$ cat config.mk
export PLATFORM = sky130hd
export DESIGN_NAME = conv_postproc
export DESIGN_NICKNAME = d
export VERILOG_FILES = /design/src/rtl/conv_postproc.sv
export SDC_FILE = /design/constraint.sdc
export NUM_CORES = 1
export LEC_CHECK = 0
export BUFFER_PORTS_ARGS = -buffer_cell sky130_fd_sc_hd__buf_2
export CAP_MARGIN = 20
export CELL_PAD_IN_SITES_DETAIL_PLACEMENT = 1
export CELL_PAD_IN_SITES_GLOBAL_PLACEMENT = 1
export CORE_MARGIN = 2
export CORE_UTILIZATION = 30
export CTS_CLUSTER_DIAMETER = 120
export CTS_CLUSTER_SIZE = 16
export DETAILED_ROUTE_END_ITERATION = 10
export HOLD_SLACK_MARGIN = 0.05
export PLACE_DENSITY = 0.66
export SLEW_MARGIN = 10
export SYNTH_ARGS = -nofsm -noshare
export SYNTH_HDL_FRONTEND = slang
export SYNTH_SLANG_ARGS = --single-unit
$ cat constraint.sdc
create_clock -name clk -period 4.49 [get_ports clk]
set_clock_uncertainty 0.15 [all_clocks]
set_input_delay 0.449 -clock clk [delete_from_list [all_inputs] [get_ports clk]]
set_output_delay 0.449 -clock clk [all_outputs]
set_load 0.05 [all_outputs]
$ cat src/rtl/conv_postproc.sv
// conv_postproc: post-processing stage behind the 3x3 systolic convolution engine.
// Drops line-buffer warm-up border results, requantises the kept accumulators
// (round, arithmetic shift, optional ReLU, saturate to 8 bits) and buffers them
// in a first-word-fall-through FIFO with a ready/valid output and end-of-frame tag.
// Optional build macro: CONV_POSTPROC_STATS_EN adds the sat_count output.
module conv_postproc #(
   parameter int IMG_WIDTH  = 32,
   parameter int IMG_HEIGHT = 32,
   parameter int ACC_WIDTH  = 32,
   parameter int FIFO_DEPTH = 16
) (
   input  logic                          clk,
   input  logic                          rst_n,
   input  logic                          in_valid,
   input  logic signed [ACC_WIDTH-1:0]   in_acc,
   input  logic [4:0]                    cfg_shift,
   input  logic                          cfg_relu,
   input  logic                          clr_ovf,
   output logic                          out_valid,
   input  logic                          out_ready,
   output logic [7:0]                    out_data,
   output logic                          out_last,
   output logic [$clog2(FIFO_DEPTH):0]   fifo_level,
   output logic                          overflow
`ifdef CONV_POSTPROC_STATS_EN
   ,
   output logic [15:0]                   sat_count
`endif
);

   localparam int CW = $clog2(IMG_WIDTH);
   localparam int RW = $clog2(IMG_HEIGHT);
   localparam int AW = $clog2(FIFO_DEPTH);
   localparam int LW = AW + 1;
   localparam int TW = ACC_WIDTH + 1;

   localparam logic signed [TW-1:0] U8_MAX = TW'(255);
   localparam logic signed [TW-1:0] S8_MAX = TW'(127);
   localparam logic signed [TW-1:0] S8_MIN = TW'(-128);

   logic [CW-1:0]          colCnt_q, colCnt_d;
   logic [RW-1:0]          rowCnt_q, rowCnt_d;
   logic                   colWrap, rowWrap, frameStart, keepPix, lastPix;
   logic [4:0]             shift_q;
   logic                   relu_q;
   logic signed [TW-1:0]   accExt, roundK, sumT, shifted_d;
   logic                   s1Valid_q, s1Last_q, s1Relu_q;
   logic signed [TW-1:0]   s1Val_q;
   logic [7:0]             clamp_d;
   logic                   s2Valid_q, s2Last_q;
   logic [7:0]             s2Data_q;
   logic [8:0]             mem_q [FIFO_DEPTH];
   logic [8:0]             headEntry;
   logic [AW-1:0]          wrPtr_q, rdPtr_q;
   logic [LW-1:0]          level_q, level_d;
   logic                   fifoFull, popEn, pushEn, dropEn;
   logic                   ovf_q;

   assign colWrap    = (colCnt_q == CW'(IMG_WIDTH - 1));
   assign rowWrap    = (rowCnt_q == RW'(IMG_HEIGHT - 1));
   assign frameStart = in_valid && (colCnt_q == '0) && (rowCnt_q == '0);
   assign keepPix    = (rowCnt_q >= RW'(2)) && (colCnt_q >= CW'(2));
   assign lastPix    = rowWrap && colWrap;

   // Next raster position; the counters only move when the engine delivers a result
   always_comb begin
      colCnt_d = colCnt_q;
      rowCnt_d = rowCnt_q;
      if (in_valid) begin
         if (colWrap) begin
            colCnt_d = '0;
            rowCnt_d = rowWrap ? '0 : rowCnt_q + RW'(1);
         end else begin
            colCnt_d = colCnt_q + CW'(1);
         end
      end
   end

   // Raster position registers
   always_ff @(posedge clk or negedge rst_n) begin
      if (!rst_n) begin
         colCnt_q <= '0;
         rowCnt_q <= '0;
      end else begin
         colCnt_q <= colCnt_d;
         rowCnt_q <= rowCnt_d;
      end
   end

   // Frame-wide config snapshot taken with the first pixel so a frame never mixes settings
   always_ff @(posedge clk or negedge rst_n) begin
      if (!rst_n) begin
         shift_q <= '0;
         relu_q  <= 1'b0;
      end else if (frameStart) begin
         shift_q <= cfg_shift;
         relu_q  <= cfg_relu;
      end
   end

   // One extra bit of headroom so adding the rounding constant can never wrap
   assign accExt    = {in_acc[ACC_WIDTH-1], in_acc};
   assign roundK    = (shift_q == 5'd0) ? '0 : (TW'(1) << (shift_q - 5'd1));
   assign sumT      = accExt + roundK;
   assign shifted_d = sumT >>> shift_q;

   // Stage 1: rounded and shifted value plus its keep/last tags and the frame's ReLU mode
   always_ff @(posedge clk or negedge rst_n) begin
      if (!rst_n) begin
         s1Valid_q <= 1'b0;
         s1Last_q  <= 1'b0;
         s1Relu_q  <= 1'b0;
         s1Val_q   <= '0;
      end else begin
         s1Valid_q <= in_valid && keepPix;
         s1Last_q  <= lastPix;
         s1Relu_q  <= relu_q;
         s1Val_q   <= shifted_d;
      end
   end

   // Saturate to unsigned 0..255 under ReLU, otherwise to signed int8
   always_comb begin
      clamp_d = s1Val_q[7:0];
      if (s1Relu_q) begin
         if (s1Val_q[TW-1])          clamp_d = 8'h00;
         else if (s1Val_q > U8_MAX)  clamp_d = 8'hFF;
      end else begin
         if (s1Val_q < S8_MIN)       clamp_d = 8'h80;
         else if (s1Val_q > S8_MAX)  clamp_d = 8'h7F;
      end
   end

   // Stage 2: final 8-bit pixel waiting to be written into the FIFO
   always_ff @(posedge clk or negedge rst_n) begin
      if (!rst_n) begin
         s2Valid_q <= 1'b0;
         s2Last_q  <= 1'b0;
         s2Data_q  <= '0;
      end else begin
         s2Valid_q <= s1Valid_q;
         s2Last_q  <= s1Last_q;
         s2Data_q  <= clamp_d;
      end
   end

   // A full FIFO can still take a write when the consumer pops the head in the same cycle
   assign fifoFull = (level_q == LW'(FIFO_DEPTH));
   assign popEn    = out_valid && out_ready;
   assign pushEn   = s2Valid_q && (!fifoFull || popEn);
   assign dropEn   = s2Valid_q && fifoFull && !popEn;

   // Occupancy after this cycle's push and pop
   always_comb begin
      level_d = level_q + LW'(pushEn) - LW'(popEn);
   end

   // FIFO storage; contents are only observable through the valid head, so no reset
   always_ff @(posedge clk) begin
      if (pushEn) mem_q[wrPtr_q] <= {s2Last_q, s2Data_q};
   end

   // FIFO pointers and occupancy; pointers wrap naturally because the depth is a power of two
   always_ff @(posedge clk or negedge rst_n) begin
      if (!rst_n) begin
         wrPtr_q <= '0;
         rdPtr_q <= '0;
         level_q <= '0;
      end else begin
         if (pushEn) wrPtr_q <= wrPtr_q + AW'(1);
         if (popEn)  rdPtr_q <= rdPtr_q + AW'(1);
         level_q <= level_d;
      end
   end

   // Sticky overflow; a drop in the same cycle as a clear request wins
   always_ff @(posedge clk or negedge rst_n) begin
      if (!rst_n)       ovf_q <= 1'b0;
      else if (dropEn)  ovf_q <= 1'b1;
      else if (clr_ovf) ovf_q <= 1'b0;
   end

   assign headEntry  = mem_q[rdPtr_q];
   assign out_valid  = (level_q != '0);
   assign out_data   = out_valid ? headEntry[7:0] : 8'h00;
   assign out_last   = out_valid ? headEntry[8]   : 1'b0;
   assign fifo_level = level_q;
   assign overflow   = ovf_q;

`ifdef CONV_POSTPROC_STATS_EN
   logic        s1Clamped;
   logic [15:0] satCnt_q;

   assign s1Clamped = s1Relu_q ? (s1Val_q[TW-1] || (s1Val_q > U8_MAX))
                               : ((s1Val_q < S8_MIN) || (s1Val_q > S8_MAX));

   // Per-frame count of clamped kept pixels, pinned at all-ones instead of wrapping
   always_ff @(posedge clk or negedge rst_n) begin
      if (!rst_n)
         satCnt_q <= '0;
      else if (frameStart)
         satCnt_q <= '0;
      else if (s1Valid_q && s1Clamped && (satCnt_q != 16'hFFFF))
         satCnt_q <= satCnt_q + 16'd1;
   end

   assign sat_count = satCnt_q;
`endif

endmodule

## After elaboration in Yosys (flattened, before gate mapping)

Memories as Yosys holds them, arrays and structs flattened.
Cells that the tools add are included.

| cells by class | value |
|---|---|
| add/subtract/negate cells | 8 |
| order comparisons | 5 |
| equality and inequality tests | 3 |
| shift operators | 2 |
| muxes and demuxes | 14 |
| reduce and logical (&&, ||, !) cells | 18 |

Operators by type and width:

| cell | count |
|---|---|
| 8-bit 2-to-1 mux | 6 |
| 32-bit by 33-bit adder with 33-bit output | 1 |
| 33-bit by 8-bit greater-than comparator with 1-bit output (second input constant) | 1 |
| 33-bit by 9-bit greater-than comparator with 1-bit output (second input constant) | 1 |
| 33-bit by 8-bit < comparator with 1-bit output (second input constant) | 1 |
| 33-bit 2-to-1 mux | 1 |
| 1-bit by 5-bit left shift with 33-bit output (first input constant) | 1 |
| 33-bit by 5-bit >>> shifter with 33-bit output | 1 |
| 5-bit equality test (second input constant) | 3 |
| 5-bit zero test | 3 |
| 5-bit by 1-bit adder with 5-bit output (second input constant) | 2 |
| 5-bit by 2-bit >= comparator with 1-bit output (second input constant) | 2 |
| 5-bit 2-to-1 mux | 2 |
| 1-bit logical AND | 9 |
| 4-bit by 1-bit adder with 4-bit output (second input constant) | 2 |
| 5-bit by 1-bit adder with 5-bit output | 1 |
| 1-bit 2-to-1 mux | 5 |
| 5-bit nonzero test | 1 |
| 5-bit by 1-bit subtractor with 5-bit output | 1 |
| 5-bit by 1-bit subtractor with 5-bit output (second input constant) | 1 |
| 1-bit zero test | 2 |
| 2-bit AND reduction | 1 |
| 2-bit nonzero test | 1 |
| 1-bit logical OR | 1 |

| word-level totals | value |
|---|---|
| register bits after elaboration | 76 |
| bits in writable memories | 144 |
| input bits | 43 |
| output and inout port bits | 16 |
| logic and storage cells | 66 |
| memories | 1 |

Memories:

| memory | depth | bits a word | read ports | clocked after memory_dff | wr ports | line | text |
|---|---|---|---|---|---|---|---|
| mem_q | 16 | 9 | 1 | 0 | 1 | 52 | `logic [8:0] mem_q [FIFO_DEPTH];` |

## Longest topological paths before layout

Gate-level depths: netlist of the first run.

| logic depth | value |
|---|---|
| word-level depth | 6 |
| mapped depth | 18 |
| mapped depth without buffers | 15 |

## Least setup slack after synthesis of the first run

OpenSTA, ideal clock, no wires.

| timing path | value |
|---|---|
| path type | register to register |
| start | reg shift_q[2] |
| end | reg s1Val_q[7] |
| setup time | 0.125 ns |
| arrival | 4.195 ns |
| data required time | 4.215 ns |
| path slack | 0.020 ns |
| stages on the path, launching flop included | 18 |
| path buffers | 5 |
| period minus slack after synthesis | 4.470 ns |
| path through | dfrtp_1 > clkbuf_1 > clkbuf_1 > buf_1 > nand2_1 > nor2_1 > ha_1 > buf_6 > a21oi_2 > o21ai_1 > a22oi_2 > a21boi_2 > or3_1 > buf_2 > and2_0 > mux4_2 > mux4_2 > mux2_4 |

| on the way | value |
|---|---|
| cells in the longest elaborated chain, start to end | 5 |
| elaborated cells on any way between the ends | 6 |
| classes of those cells | 2 x add/sub; 2 x shift; 1 x mux; 1 x reduce/logical |

Ends and longest elaborated chain:

| element | line | text |
|---|---|---|
| start, declared | 44 | `logic [4:0] shift_q;` |
| start signal, assigned | 96 | `shift_q <= cfg_shift;` |
| 5-bit by 1-bit subtractor with 5-bit output | 103 | `assign roundK = (shift_q == 5'd0) ? '0 : (TW'(1) << (shift_q - 5'd1));` |
| 1-bit by 5-bit left shift with 33-bit output | 103 |  |
| 33-bit 2-to-1 mux | 103 |  |
| 32-bit by 33-bit adder with 33-bit output | 104 | `assign sumT = accExt + roundK;` |
| 33-bit by 5-bit >>> shifter with 33-bit output (*) | 105 | `assign shifted_d = sumT >>> shift_q;` |
| via shifted_d[7] | 46 | `logic signed [TW-1:0] accExt, roundK, sumT, shifted_d;` |
| end signal, assigned | 118 | `s1Val_q <= shifted_d;` |
| end, declared | 48 | `logic signed [TW-1:0] s1Val_q;` |

Mark *: on every way through the listed nets, which the timed path passes. The rest lies on a longest branch.
A chain may end at the register's enable or synchronous reset.

## Final worst setup path of the first run

| timing path | value |
|---|---|
| start | reg shift_q[2] |
| end | reg s1Val_q[4] |

The elaborated chain is that of the path after synthesis.

==> results of run 1 <==
==> metrics by stage <==
step,instances,setup WS [ns],cell area [um^2],power (uW),utilization (%)
after detailed placement,1969,-0.155,15300,5990,33.7
after floorplan,1279,0.0198,13800,5000,-
after global routing,2009,-0.0499,16100,7860,35.5
final,2009,0.131,16100,7430,35.5
after global placement,1969,-0.161,15300,5880,33.7
after CTS,2003,0.0125,15900,7460,35.1
==> state kept, by name, summed over array words and instances, names as in the netlist <==
register,flops
relu_q,1
s1Valid_q,1
fifo_level,5
overflow,1
s1Val_q,33
shift_q,5
wrPtr_q,4
s2Data_q,8
s2Valid_q,1
mem_q,144
s1Relu_q,1
colCnt_q,5
rdPtr_q,4
rowCnt_q,5
s1Last_q,1
s2Last_q,1
==> per-layer routing <==
layer  vias to the layer above  global-route usage (%)
met3                        58                    1.49
met1                      5701                    24.3
met5                         -                       0
met4                         0                    4.04
met2                       298                    33.2
li1                       5193                       -
==> cells by family (layout without fill, tap and decap cells) <==
| logic type | Yosys count | in the layout | share of synthesized area, % |
|---|---|---|---|
| other | 1 | 1 | 0.0272 |
| AO/OA/AOI/OAI | 332 | 332 | 17.3 |
| flip-flops | 220 | 220 | 45.1 |
| adder cells (fa/ha/maj) | 53 | 53 | 4.91 |
| multiplexers | 85 | 85 | 11.2 |
| buffers and inverters | 118 | 248 | 4.11 |
| AND/OR/NAND/NOR | 440 | 440 | 15.5 |
| XOR/XNOR | 30 | 30 | 1.90 |
==> area by class of cell <==
type	instances	area, um^2
Multi-Input combinational cell	941	7230
Inverter	40	154
Clock inverter	1	8.76
Sequential cell	220	6230
Fill cell	5087	29300
Tap cell	600	751
Clock buffer	28	488
Timing Repair Buffer	179	1250
==> power breakdown <==
group	switching, uW	internal [uW]
logic	1850	1250
registers	336	2550
clock network	697	748
total	2890	4550
==> worst max-delay path, delay by kind of cell (launching register included) <==
| kind | cells | cell delay (ns) |
|---|---|---|
| AOI/OAI and AO/OA | 5 | 1.31 |
| xor gates and xnor gates | 1 | 0.39 |
| adders and majority gates | 2 | 0.49 |
| buffers and inverters | 2 | 0.39 |
| DFF | 1 | 0.48 |
| and+or+nand+nor | 6 | 1.02 |
==> cells in the mapped netlist (13+ instances only) <==
| master | instances |
|---|---|
| sky130_fd_sc_hd__nor2b_1 | 13 |
| sky130_fd_sc_hd__nand4_1 | 27 |
| sky130_fd_sc_hd__inv_1 | 37 |
| sky130_fd_sc_hd__nand3_1 | 33 |
| sky130_fd_sc_hd__o211ai_1 | 15 |
| sky130_fd_sc_hd__mux2i_1 | 15 |
| sky130_fd_sc_hd__dfrtp_1 | 76 |
| sky130_fd_sc_hd__and3_1 | 15 |
| sky130_fd_sc_hd__a31oi_1 | 14 |
| sky130_fd_sc_hd__xnor2_1 | 18 |
| sky130_fd_sc_hd__buf_1 | 13 |
| sky130_fd_sc_hd__nor4_1 | 15 |
| sky130_fd_sc_hd__mux2_2 | 15 |
| sky130_fd_sc_hd__a21oi_1 | 71 |
| sky130_fd_sc_hd__edfxtp_1 | 144 |
| sky130_fd_sc_hd__a221oi_1 | 17 |
| sky130_fd_sc_hd__nand2_1 | 119 |
| sky130_fd_sc_hd__o21ai_0 | 56 |
| sky130_fd_sc_hd__nor3_1 | 40 |
| sky130_fd_sc_hd__a211oi_1 | 22 |
| sky130_fd_sc_hd__nor2_1 | 125 |
| sky130_fd_sc_hd__clkbuf_1 | 37 |
| sky130_fd_sc_hd__ha_1 | 51 |
| sky130_fd_sc_hd__mux4_2 | 54 |
==> what timing repair did <==
action | CTS | global route
hold buffers | 4 | 0
setup endpoints to repair | 17 | 31
gates cloned | 0 | 0
setup buffers | 1 | 6
gates resized for setup | 9 | 43
pin swaps | 1 | 7
endpoints found under the hold margin | 35 | 0
==> worst paths after layout <==
| check | start | end | slack [ns] | depth (start not counted) |
|---|---|---|---|---|
| worst min register to register | s1Valid_q | s2Valid_q | 0.20 | 0 |
| worst max-delay path | shift_q[2] | s1Val_q[4] | 0.13 | 16 |
| worst min-delay path | cfg_shift[1] | shift_q[1] | 0.07 | 2 |
| min in group asynchronous | rst_n | fifo_level[0] | 0.30 | 2 |
| worst max register to register | shift_q[2] | s1Val_q[4] | 0.13 | 16 |
| max in group asynchronous | rst_n | shift_q[2] | 2.87 | 3 |
==> metrics.log, run 1 <==
[metrics] Detail Route met3 WL: 1.85 mm
[metrics] via count of the routed design: 11,300
[metrics] largest stage delay on the critical path: 0.48 ns
[metrics] power density relative to cell area: 461 nW/um^2
[metrics] sequential-to-total area share from yosys stat: 45.1%
[metrics] top-level port count: 59
[metrics] most frequent cells in the layout: sky130_fd_sc_hd__edfxtp_1, sky130_fd_sc_hd__nor2_1, sky130_fd_sc_hd__nand2_1
[metrics] most frequent standard cell in the layout excluding fill and tap cells: sky130_fd_sc_hd__edfxtp_1
[metrics] share of layout cells above drive strength 1: 24.7%
[metrics] global-route congestion overflow total: 0
[metrics] die extent in y: 218 um
[metrics] total number of clock tree sinks: 220
[metrics] Critical Path Start Type: register
[metrics] Via density: 5.60
[metrics] mean area per synthesized cell: 10.8 um^2
[metrics] Async S/R FF share, synth: 34.5%
[metrics] top cell type by total area after synthesis: sky130_fd_sc_hd__edfxtp_1
[metrics] first drt pass iteration count: 5
[metrics] die outline area: 47,700 um^2
[metrics] Max Used Layer: met4
[metrics] layout net count: 1,495
[metrics] Post-Syn Area: 13,800 um^2
[metrics] count of flip-flops with a built-in enable after synthesis: 144
[metrics] Worst VDD drop: 0.548 mV
[metrics] detailed-route wire length on metal 1: 19.2 mm
[metrics] Max H-tree Level: 1
[metrics] residual antenna-violating net count after detailed routing: 0
[metrics] unrepaired setup endpoints after global routing: true
[metrics] Static Leakage: 0.00606 uW
[metrics] number of max-cap violations: 0
[metrics] number of buffers on the longest clock path: 3
[metrics] headroom to the max-slew limit: 35.0%
[metrics] core region area: 45,400 um^2
[metrics] Final Cycle Share: 97.1%
[metrics] top fanout value on the critical path: 7
[metrics] die boundary width: 218 um
[metrics] final worst path period need: 4.36 ns
[metrics] critical path's slowest cell: sky130_fd_sc_hd__dfrtp_2
[metrics] endpoint type of the worst setup path: register
[metrics] layout-stage area growth over the synthesis result: 16.7%
[metrics] Final Max Slew Viols: 0
[metrics] Remaining DRCs: 0
[metrics] Netlist cell types: 99
[metrics] Primary FF master, synth: sky130_fd_sc_hd__edfxtp_1
[metrics] Antenna Diode Count: 0
[metrics] worst min-delay path category: input port to register
[metrics] transition time of the tightest slew-check pin: 0.971 ns
[metrics] data required time at the worst endpoint: 4.68 ns
[metrics] final hold viol count: 0
[metrics] first-pass GRT wire length: 69.4 mm
[metrics] Yosys top cell area share: 31.3%
[metrics] wire length on met2: 22.5 mm
[metrics] data arrival time of the worst path: 4.55 ns
[metrics] Synth warnings: 0
[metrics] Final Wtd Congestion: 0.931
[metrics] average routed wire per standard cell: 22.1 um
[metrics] sum of routed wire length over all layers: 44.4 mm
[metrics] Clock transition at path regs: 0.08 ns
[metrics] clock tree root driver cell: sky130_fd_sc_hd__clkbuf_16
[metrics] overall fraction of global-route tracks in use: 18.5%
[metrics] number of endpoints failing setup at the final stage: 0
[metrics] setup TNS: 0 ns
[metrics] net count of the mapped netlist: 1,375
[metrics] worst-skew pair later-pin latency: 0.49 ns
[metrics] detailed router's first-iteration violation count: 809
[metrics] maximum number of pins on one net before global-route repair: 45
[metrics] WHS: 0.0669 ns
[metrics] vias in the first global route: 11,800
[metrics] type of the worst setup path: register to register
[metrics] number of rows in the core area: 78
[metrics] HPWL after DPL: 34.0 mm
[metrics] initial antenna violation count: 0
[metrics] Inserted Clock Buffers: 17
[metrics] gate count of the mapped netlist: 1,279
[metrics] critical path, cell by cell: nor2_2 > nand2_1 > nor2_1 > ha_1 > fa_1 > a211oi_2 > o211ai_2 > nand4_2 > buf_4 > nand2_1 > xor2_1 > nand2_1 > a311oi_2 > buf_4 > o32ai_1 > a211oi_1
[metrics] Max Fclk: 229 MHz
[metrics] TritonCTS clock tree: built
[metrics] most prevalent standard cell on the critical path: sky130_fd_sc_hd__nand2_1
[metrics] biggest area contributors in the synthesized netlist: sky130_fd_sc_hd__edfxtp_1, sky130_fd_sc_hd__dfrtp_1, sky130_fd_sc_hd__mux4_2, sky130_fd_sc_hd__ha_1, sky130_fd_sc_hd__nor2_1
[metrics] number of register bits inferred by synthesis: 220
[metrics] status: finished clean
[metrics] buffers added on ports: 58
[metrics] Initial Utilization: 30.4%
Power figures use the tool's default switching activity.
==> run 2: changes to the inputs <==
--- a/config.mk
+++ b/config.mk
@@ -15,7 +15,7 @@
 export CTS_CLUSTER_SIZE = 16
 export DETAILED_ROUTE_END_ITERATION = 10
 export HOLD_SLACK_MARGIN = 0.05
-export PLACE_DENSITY = 0.66
+export PLACE_DENSITY = 0.64
 export SLEW_MARGIN = 10
 export SYNTH_ARGS = -nofsm -noshare
 export SYNTH_HDL_FRONTEND = slang
==> constraint.sdc (replaced) <==
create_clock -name clk -period 4.8 [get_ports clk]
set_clock_uncertainty 0.15 [all_clocks]
set_input_delay 0.48 -clock clk [delete_from_list [all_inputs] [get_ports clk]]
set_output_delay 0.48 -clock clk [all_outputs]
set_load 0.05 [all_outputs]
==> run 2 against run 1 <==
Against the previous run:
- combinational power is 9.7% lower
- largest cell class unchanged
- core utilization is 0.92 points lower
- sequential cell count stayed put
- non-clock buffer count is 35 lower
- global-route usage is 0.20 points higher
- fmax is 5.7% lower
- cell area is 2.6% lower
- wire length is 0.81% higher
- sequential power is 4% lower
- largest power group unchanged
- hold slack better by 0.024 ns
- critical path type unchanged
- first-iteration DRC count is 0.49% higher
==> metrics.log, run 2 (synthesis results as in run 1) <==
[metrics] critical path's slowest cell: sky130_fd_sc_hd__mux4_2
[metrics] first drt pass iteration count: 5 (unchanged)
[metrics] hold path start: cfg_shift[3]
[metrics] delay-heaviest family, CP: multiplexers
[metrics] initial antenna violation count: 0 (unchanged)
[metrics] Critical Path Start Type: register
[metrics] most frequent cells in the layout: sky130_fd_sc_hd__edfxtp_1, sky130_fd_sc_hd__nor2_1, sky130_fd_sc_hd__nand2_1
[metrics] Worst Hold Path Cells: 2 (unchanged)
[metrics] data arrival time of the worst path: 4.85 ns (+0.30 ns)
[metrics] flip-flop count of the largest register after layout: 144 (unchanged)
[metrics] number of rows in the core area: 78 (unchanged)
[metrics] Via density: 5.60 (about the same)
[metrics] sum of routed wire length over all layers: 44.8 mm (+0.81%)
[metrics] Initial Utilization: 30.4% (unchanged)
[metrics] most prevalent standard cell on the critical path: sky130_fd_sc_hd__mux4_2
[metrics] setup TNS: 0 ns (unchanged)
[metrics] most frequent standard cell in the layout excluding fill and tap cells: sky130_fd_sc_hd__edfxtp_1
[metrics] detailed router's first-iteration violation count: 813 (+0.49%)
[metrics] Antenna Diode Count: 0 (unchanged)
[metrics] data required time at the worst endpoint: 5.02 ns (+0.34 ns)
[metrics] Final Cycle Share: 96.3% (-0.74 points)
[metrics] final core utilization: 34.6% (-0.92 points)
[metrics] share of layout cells above drive strength 1: 21.3% (-3.4 points)
[metrics] average routed wire per standard cell: 22.7 um (+2.6%)
[metrics] die outline area: 47,700 um^2 (unchanged)
[metrics] core region area: 45,400 um^2 (unchanged)
[metrics] FF-to-FF setup slack: 0.18 ns (+0.04 ns)
[metrics] overall power of the completed layout: 6920 uW (-6.9%)
[metrics] Max Fclk: 216 MHz (-5.7%)
[metrics] type of the worst setup path: register to register
[metrics] TritonCTS clock tree: built
[metrics] Final Max Slew Viols: 0 (unchanged)
[metrics] endpoint type of the worst setup path: register
[metrics] total number of clock tree sinks: 220 (unchanged)
[metrics] worst-skew pair later-pin latency: 0.48 ns (about the same)
[metrics] Worst VDD drop: 0.392 mV (-28%)
[metrics] cells on worst reg2reg path: 11 (-5)
[metrics] fin worst setup slack: 0.175 ns (+0.0447 ns)
[metrics] layout net count: 1,460 (-2.3%)
[metrics] die extent in y: 218 um (unchanged)
[metrics] Sequential cell area: 6230 um^2 (about the same)
[metrics] vias in the first global route: 11,700 (-0.90%)
[metrics] filler cell count: 5,055 (-0.63%)
[metrics] hold worst-path end: shift_q[3]
[metrics] first-pass GRT wire length: 69.4 mm (about the same)
[metrics] top fanout value on the critical path: 11 (+4)
[metrics] number of max-cap violations: 0 (unchanged)
[metrics] Remaining DRCs: 0 (unchanged)
[metrics] Inserted Clock Buffers: 17 (unchanged)
[metrics] worst path buffer plus inverter count: 1 (-1)
[metrics] final hold viol count: 0 (unchanged)
[metrics] number of buffers on the longest clock path: 3 (unchanged)
[metrics] largest stage delay on the critical path: 0.61 ns (+0.13 ns)
[metrics] top-level port count: 59 (unchanged)
[metrics] headroom to the max-slew limit: 32.7% (-2.3 points)
[metrics] power density relative to cell area: 441 nW/um^2 (-4.4%)
[metrics] Static Leakage: 0.00588 uW (-3.1%)
[metrics] clock tree root driver cell: sky130_fd_sc_hd__clkbuf_16
[metrics] area used by multi-input combinational logic: 7120 um^2 (-1.6%)
[metrics] buffers added on ports: 58 (unchanged)
[metrics] transition time of the tightest slew-check pin: 1.00 ns (+0.0328 ns)
[metrics] Crit path depth: 11 (-5)
[metrics] beginning of the worst register-to-register path: shift_q[4]
[metrics] critical path, cell by cell: nand2_1 > nor3_2 > ha_1 > buf_4 > a21oi_1 > o21ai_1 > a221oi_1 > o311ai_2 > mux4_2 > mux4_2 > mux2_4
[metrics] HPWL after DPL: 34.9 mm (+2.7%)
[metrics] global-route congestion overflow total: 0 (unchanged)
[metrics] status: finished clean
[metrics] worst min-delay path category: input port to register
[metrics] overall fraction of global-route tracks in use: 18.7% (+0.20 points)
[metrics] number of endpoints failing setup at the final stage: 0 (unchanged)
[metrics] Regs by FF count: mem_q (144), s1Val_q (33), s2Data_q (8)
[metrics] via count of the routed design: 11,100 (-1.7%)
[metrics] layout-stage area growth over the synthesis result: 13.7%
[metrics] Clock transition at path regs: 0.08 ns (about the same)
[metrics] die boundary width: 218 um (unchanged)
[metrics] residual antenna-violating net count after detailed routing: 0 (unchanged)
[metrics] Max H-tree Level: 1 (unchanged)
[metrics] endpoint of the lowest-slack register-to-register path: s1Val_q[7]
[metrics] final worst path period need: 4.62 ns (+0.265 ns)
[metrics] maximum number of pins on one net before global-route repair: 62 (+38%)
[metrics] Final Wtd Congestion: 0.960 (+3.1%)
[metrics] DP Worst Slack: -0.106 ns (+0.0495 ns)
[metrics] register bank with the most flops: mem_q
## run 2: cell count changes in the layout (fill, tap and decap cells not counted), moves of 3 or more
cell	previous run	this run
sky130_fd_sc_hd__a221oi_2	5	0
sky130_fd_sc_hd__a21oi_2	9	5
sky130_fd_sc_hd__a221oi_1	12	17
sky130_fd_sc_hd__o32ai_1	5	8
sky130_fd_sc_hd__o32ai_2	3	0
sky130_fd_sc_hd__buf_4	115	84
sky130_fd_sc_hd__o21ai_1	14	10
sky130_fd_sc_hd__o21ai_0	50	55
sky130_fd_sc_hd__a21oi_1	64	69
## run 2: routing by layer
layer	up-vias	track usage (%)	wire length [um]
met3	68	1.84	1520
met1	5632	23.7	19200
met2	229	33.5	22800
li1	5128	-	-
met5	-	0	0
met4	0	5.76	1310
## run 2: area by class of cell
cell class | instances | area share (%)
multi-input combinational | 941 | 45.3
clock buffer | 28 | 2.97
inverter | 40 | 0.956
tap | 600 | 4.78
clock inverter | 1 | 0.191
sequential | 220 | 39.7
timing repair buffer | 144 | 6.09
## run 2: where the power goes
| group | switching, uW | internal [uW] |
|---|---|---|
| Sequential | 379 | 2390 |
| Clock | 635 | 720 |
| Combinational | 1670 | 1130 |
## run 2: how the worst max path moves through the flow
| stage | slack, ns | startpoint | to |
|---|---|---|---|
| 2_1_floorplan | 0.33 | shift_q[2] | s1Val_q[7] |
| 3_3_place_gp | 0.09 | shift_q[3] | s1Val_q[2] |
| 3_5_place_dp | -0.11 | shift_q[3] | s1Val_q[2] |
| 4_1_cts | 0.04 | shift_q[1] | s1Val_q[7] |
| 5_1_grt | -0.01 | shift_q[3] | s1Val_q[2] |
| 6_report | 0.18 | shift_q[4] | s1Val_q[7] |
## run 2: worst reg2reg max path: cells and delay by family, from the launching register on
family | cells | cell delay [ns]
multiplexers | 3 | 1.37
AO/OA/AOI/OAI | 4 | 1.14
AND/OR/NAND/NOR | 2 | 0.76
flip-flops | 1 | 0.55
adder cells (fa/ha/maj) | 1 | 0.37
buffers and inverters | 1 | 0.20
## run 2: repair_timing
| action | in CTS | in global routing |
|---|---|---|
| pin swaps | 0 | 3 |
| endpoints found under the hold margin | 16 | 0 |
| resized for setup | 3 | 19 |
| setup buffers | 0 | 3 |
| setup endpoints to repair | 3 | 32 |
| gates cloned | 0 | 0 |
| hold buffers | 2 | 0 |
## run 2: metrics by stage
step | hold WS (ns) | area, um^2 | std cells
after floorplan | 0.0344 | 13800 | 1279
after global placement | 0.183 | 15100 | 1940
after detailed placement | 0.189 | 15100 | 1940
after CTS | 0.0695 | 15600 | 1971
after global routing | 0.0853 | 15700 | 1974
final | 0.0909 | 15700 | 1974
==> run 3: changes to the inputs <==
--- a/config.mk
+++ b/config.mk
@@ -15,7 +15,7 @@
 export CTS_CLUSTER_SIZE = 16
 export DETAILED_ROUTE_END_ITERATION = 10
 export HOLD_SLACK_MARGIN = 0.05
-export PLACE_DENSITY = 0.64
+export PLACE_DENSITY = 0.66
 export SLEW_MARGIN = 10
 export SYNTH_ARGS = -nofsm -noshare
 export SYNTH_HDL_FRONTEND = slang
==> constraint.sdc (replaced) <==
create_clock -name clk -period 3.9 [get_ports clk]
set_clock_uncertainty 0.15 [all_clocks]
set_input_delay 0.39 -clock clk [delete_from_list [all_inputs] [get_ports clk]]
set_output_delay 0.39 -clock clk [all_outputs]
set_load 0.05 [all_outputs]
==> run 3 against run 2 <==
Against the previous run:
- largest cell class unchanged
- sequential cell count unchanged
- core utilization increased by 8.0 points
- highest routed layer unchanged
- hold slack improved by 0.0081 ns
- cell area increased by 23%
- via count increased by 12%
- sequential power increased by 21%
- clock power increased by 21%
- the run now ends with setup timing left
==> metrics.log, run 3 (synthesis results as in run 1) <==
[metrics] data arrival time of the worst path: 4.38 ns (-0.47 ns)
[metrics] final worst path period need: 4.16 ns (-0.465 ns)
[metrics] cell area reported after detailed placement: 16,800 um^2 (+11%)
[metrics] number of rows in the core area: 78 (unchanged)
[metrics] global-route congestion overflow total: 0 (unchanged)
[metrics] via count of the routed design: 12,400 (+12%)
[metrics] total placed cells including tap cells: 2,149 (+11%)
[metrics] number of max-cap violations: 0 (unchanged)
[metrics] Antenna Diode Count: 0 (unchanged)
[metrics] filler cell count: 4,964 (-1.8%)
[metrics] Max H-tree Level: 1 (unchanged)
[metrics] most prevalent standard cell on the critical path: sky130_fd_sc_hd__buf_4
[metrics] critical path's slowest cell: sky130_fd_sc_hd__dfrtp_2
[metrics] type of the worst setup path: register to register
[metrics] overall fraction of global-route tracks in use: 20.0% (+1.2 points)
[metrics] HPWL after DPL: 37.0 mm (+6.0%)
[metrics] layout net count: 1,729 (+18%)
[metrics] average routed wire per standard cell: 22.1 um (-2.5%)
[metrics] Via density: 5.51 (-1.6%)
[metrics] clock tree root driver cell: sky130_fd_sc_hd__clkbuf_16
[metrics] status: complete, but fails checks
[metrics] Final Max Slew Viols: 0 (unchanged)
[metrics] first-pass GRT wire length: 74.7 mm (+7.6%)
[metrics] unrepaired setup endpoints after global routing: true
[metrics] Initial Utilization: 30.4% (unchanged)
[metrics] setup TNS: -3.40 ns (-3.40 ns)
[metrics] maximum number of pins on one net before global-route repair: 56 (-9.7%)
[metrics] Static Leakage: 0.00744 uW (+27%)
[metrics] non-filler instance count after layout: 2,244 (+14%)
[metrics] number of endpoints failing setup at the final stage: 26 (+26)
[metrics] die extent in y: 218 um (unchanged)
[metrics] top-level port count: 59 (unchanged)
[metrics] Remaining DRCs: 0 (unchanged)
[metrics] headroom to the max-slew limit: 35.3% (+2.6 points)
[metrics] beginning of the worst register-to-register path: shift_q[3]
[metrics] number of buffers on the longest clock path: 3 (unchanged)
[metrics] Inserted Clock Buffers: 17 (unchanged)
[metrics] most frequent standard cell in the layout excluding fill and tap cells: sky130_fd_sc_hd__buf_4
[metrics] layout-stage area growth over the synthesis result: 40.0%
[metrics] Final Wtd Congestion: 0.912 (-4.9%)
[metrics] failing checks: setup timing
[metrics] endpoint type of the worst setup path: register
[metrics] flip-flop count of the largest register after layout: 144 (unchanged)
[metrics] TritonCTS clock tree: built
[metrics] buffers added on ports: 58 (unchanged)
[metrics] transition time of the tightest slew-check pin: 0.968 ns (-0.0365 ns)
[metrics] worst-skew pair later-pin latency: 0.50 ns (+0.02 ns)
[metrics] Max Fclk: 240 MHz (+11%)
[metrics] residual antenna-violating net count after detailed routing: 0 (unchanged)
[metrics] critical path, cell by cell: nor2_4 > nand2_4 > buf_6 > nor2_4 > ha_4 > a211oi_4 > buf_4 > o21ai_2 > a211o_4 > and3_1 > a2111oi_1 > buf_4 > a311oi_2 > a311oi_1 > buf_4 > nor4_1 > buf_4 > a221oi_2
[metrics] hold path start: in_valid
[metrics] worst min-delay path category: input port to register
[metrics] initial antenna violation count: 0 (unchanged)
[metrics] data required time at the worst endpoint: 4.12 ns (-0.90 ns)
[metrics] final hold viol count: 0 (unchanged)
[metrics] Worst VDD drop: 0.553 mV (+41%)
[metrics] total number of clock tree sinks: 220 (unchanged)
[metrics] Clock transition at path regs: 0.08 ns (about the same)
[metrics] worst path buffer plus inverter count: 5 (+4)
[metrics] core region area: 45,400 um^2 (unchanged)
[metrics] top fanout value on the critical path: 7 (-4)
[metrics] post-route cell area: 19,300 um^2 (+23%)
[metrics] Final Cycle Share: 107% (+10 points)
[metrics] largest stage delay on the critical path: 0.51 ns (-0.10 ns)
[metrics] sum of routed wire length over all layers: 49.7 mm (+11%)
[metrics] first drt pass iteration count: 5 (unchanged)
[metrics] fin worst setup slack: -0.260 ns (-0.435 ns)
[metrics] delay-heaviest family, CP: compound AO/OA/AOI/OAI gates
[metrics] power density relative to cell area: 478 nW/um^2 (+8.5%)
[metrics] Regs by FF count: mem_q (144), s1Val_q (33), s2Data_q (8)
[metrics] most frequent cells in the layout: sky130_fd_sc_hd__buf_4, sky130_fd_sc_hd__edfxtp_1, sky130_fd_sc_hd__nand2_1
[metrics] detailed router's first-iteration violation count: 696 (-14%)
[metrics] Critical Path Start Type: register
[metrics] share of layout cells above drive strength 1: 46.1% (+25 points)
[metrics] die outline area: 47,700 um^2 (unchanged)
[metrics] timing startpoint of the critical path: shift_q[3]
[metrics] register bank with the most flops: mem_q
[metrics] vias in the first global route: 13,000 (+12%)
[metrics] die boundary width: 218 um (unchanged)
-- run 3: cell types whose count changed in the layout (fill, tap and decap cells not counted), sizes merged --
cell,delta
buf,+263
bufinv,-1
dlygate4sd3,+6
inv,+2
-- run 3: cell type report --
class,count,area [um^2],area share [%]
Tap cell,600,751,3.89
Timing Repair Buffer,413,3150,16.3
Clock buffer,28,467,2.42
Clock inverter,2,13.8,0.0712
Inverter,40,163,0.842
Sequential cell,220,6230,32.3
Multi-Input combinational cell,941,8540,44.2
-- run 3: repair_timing --
| action | 4_1_cts | 5_1_grt |
|---|---|---|
| hold endpoints to repair | 61 | 0 |
| hold buffers | 8 | 0 |
| resized for setup | 119 | 210 |
| setup buffers | 19 | 40 |
| pin swaps | 31 | 67 |
| endpoints found under the setup margin | 33 | 32 |
-- run 3: power breakdown --
group / total [uW] / switching [uW] / internal (uW)
registers: 3350 / 407 / 2940
clock network: 1630 / 802 / 825
logic: 4270 / 2420 / 1850
total: 9240 / 3630 / 5610
-- run 3: path summary, 6_finish.rpt --
| path | end | slack (ns) | depth (start not counted) |
|---|---|---|---|
| worst min-delay path | colCnt_q[3] | 0.1 | 2 |
| worst max-delay path | s1Val_q[21] | -0.26 | 18 |
| worst max register to register | s1Val_q[21] | -0.26 | 18 |
| min in group asynchronous | fifo_level[0] | 0.35 | 2 |
| worst min register to register | s2Valid_q | 0.20 | 0 |
| max in group asynchronous | s2Data_q[0] | 2.40 | 3 |
-- run 3: metrics by stage --
step           hold WS [ns]  power (uW)  worst slack (ns)  utilization (%)
2_1_floorplan       -0.0556        5810            -0.119                -
3_3_place_gp          0.188        7030            -0.545             37.0
3_5_place_dp          0.186        7200            -0.556             37.0
4_1_cts              0.0745        8980            -0.199             39.6
5_1_grt               0.105        9740            -0.384             42.6
6_report             0.0990        9240            -0.260             42.6
-- run 3: routing by layer --
metal  up-vias  track usage, %  share of wire, %
met5         -               0                 0
met4         0            6.73               3.5
met3       111            2.12               4.1
met2       315            36.3                52
met1      6291            24.5                41
li1       5647               -                 -
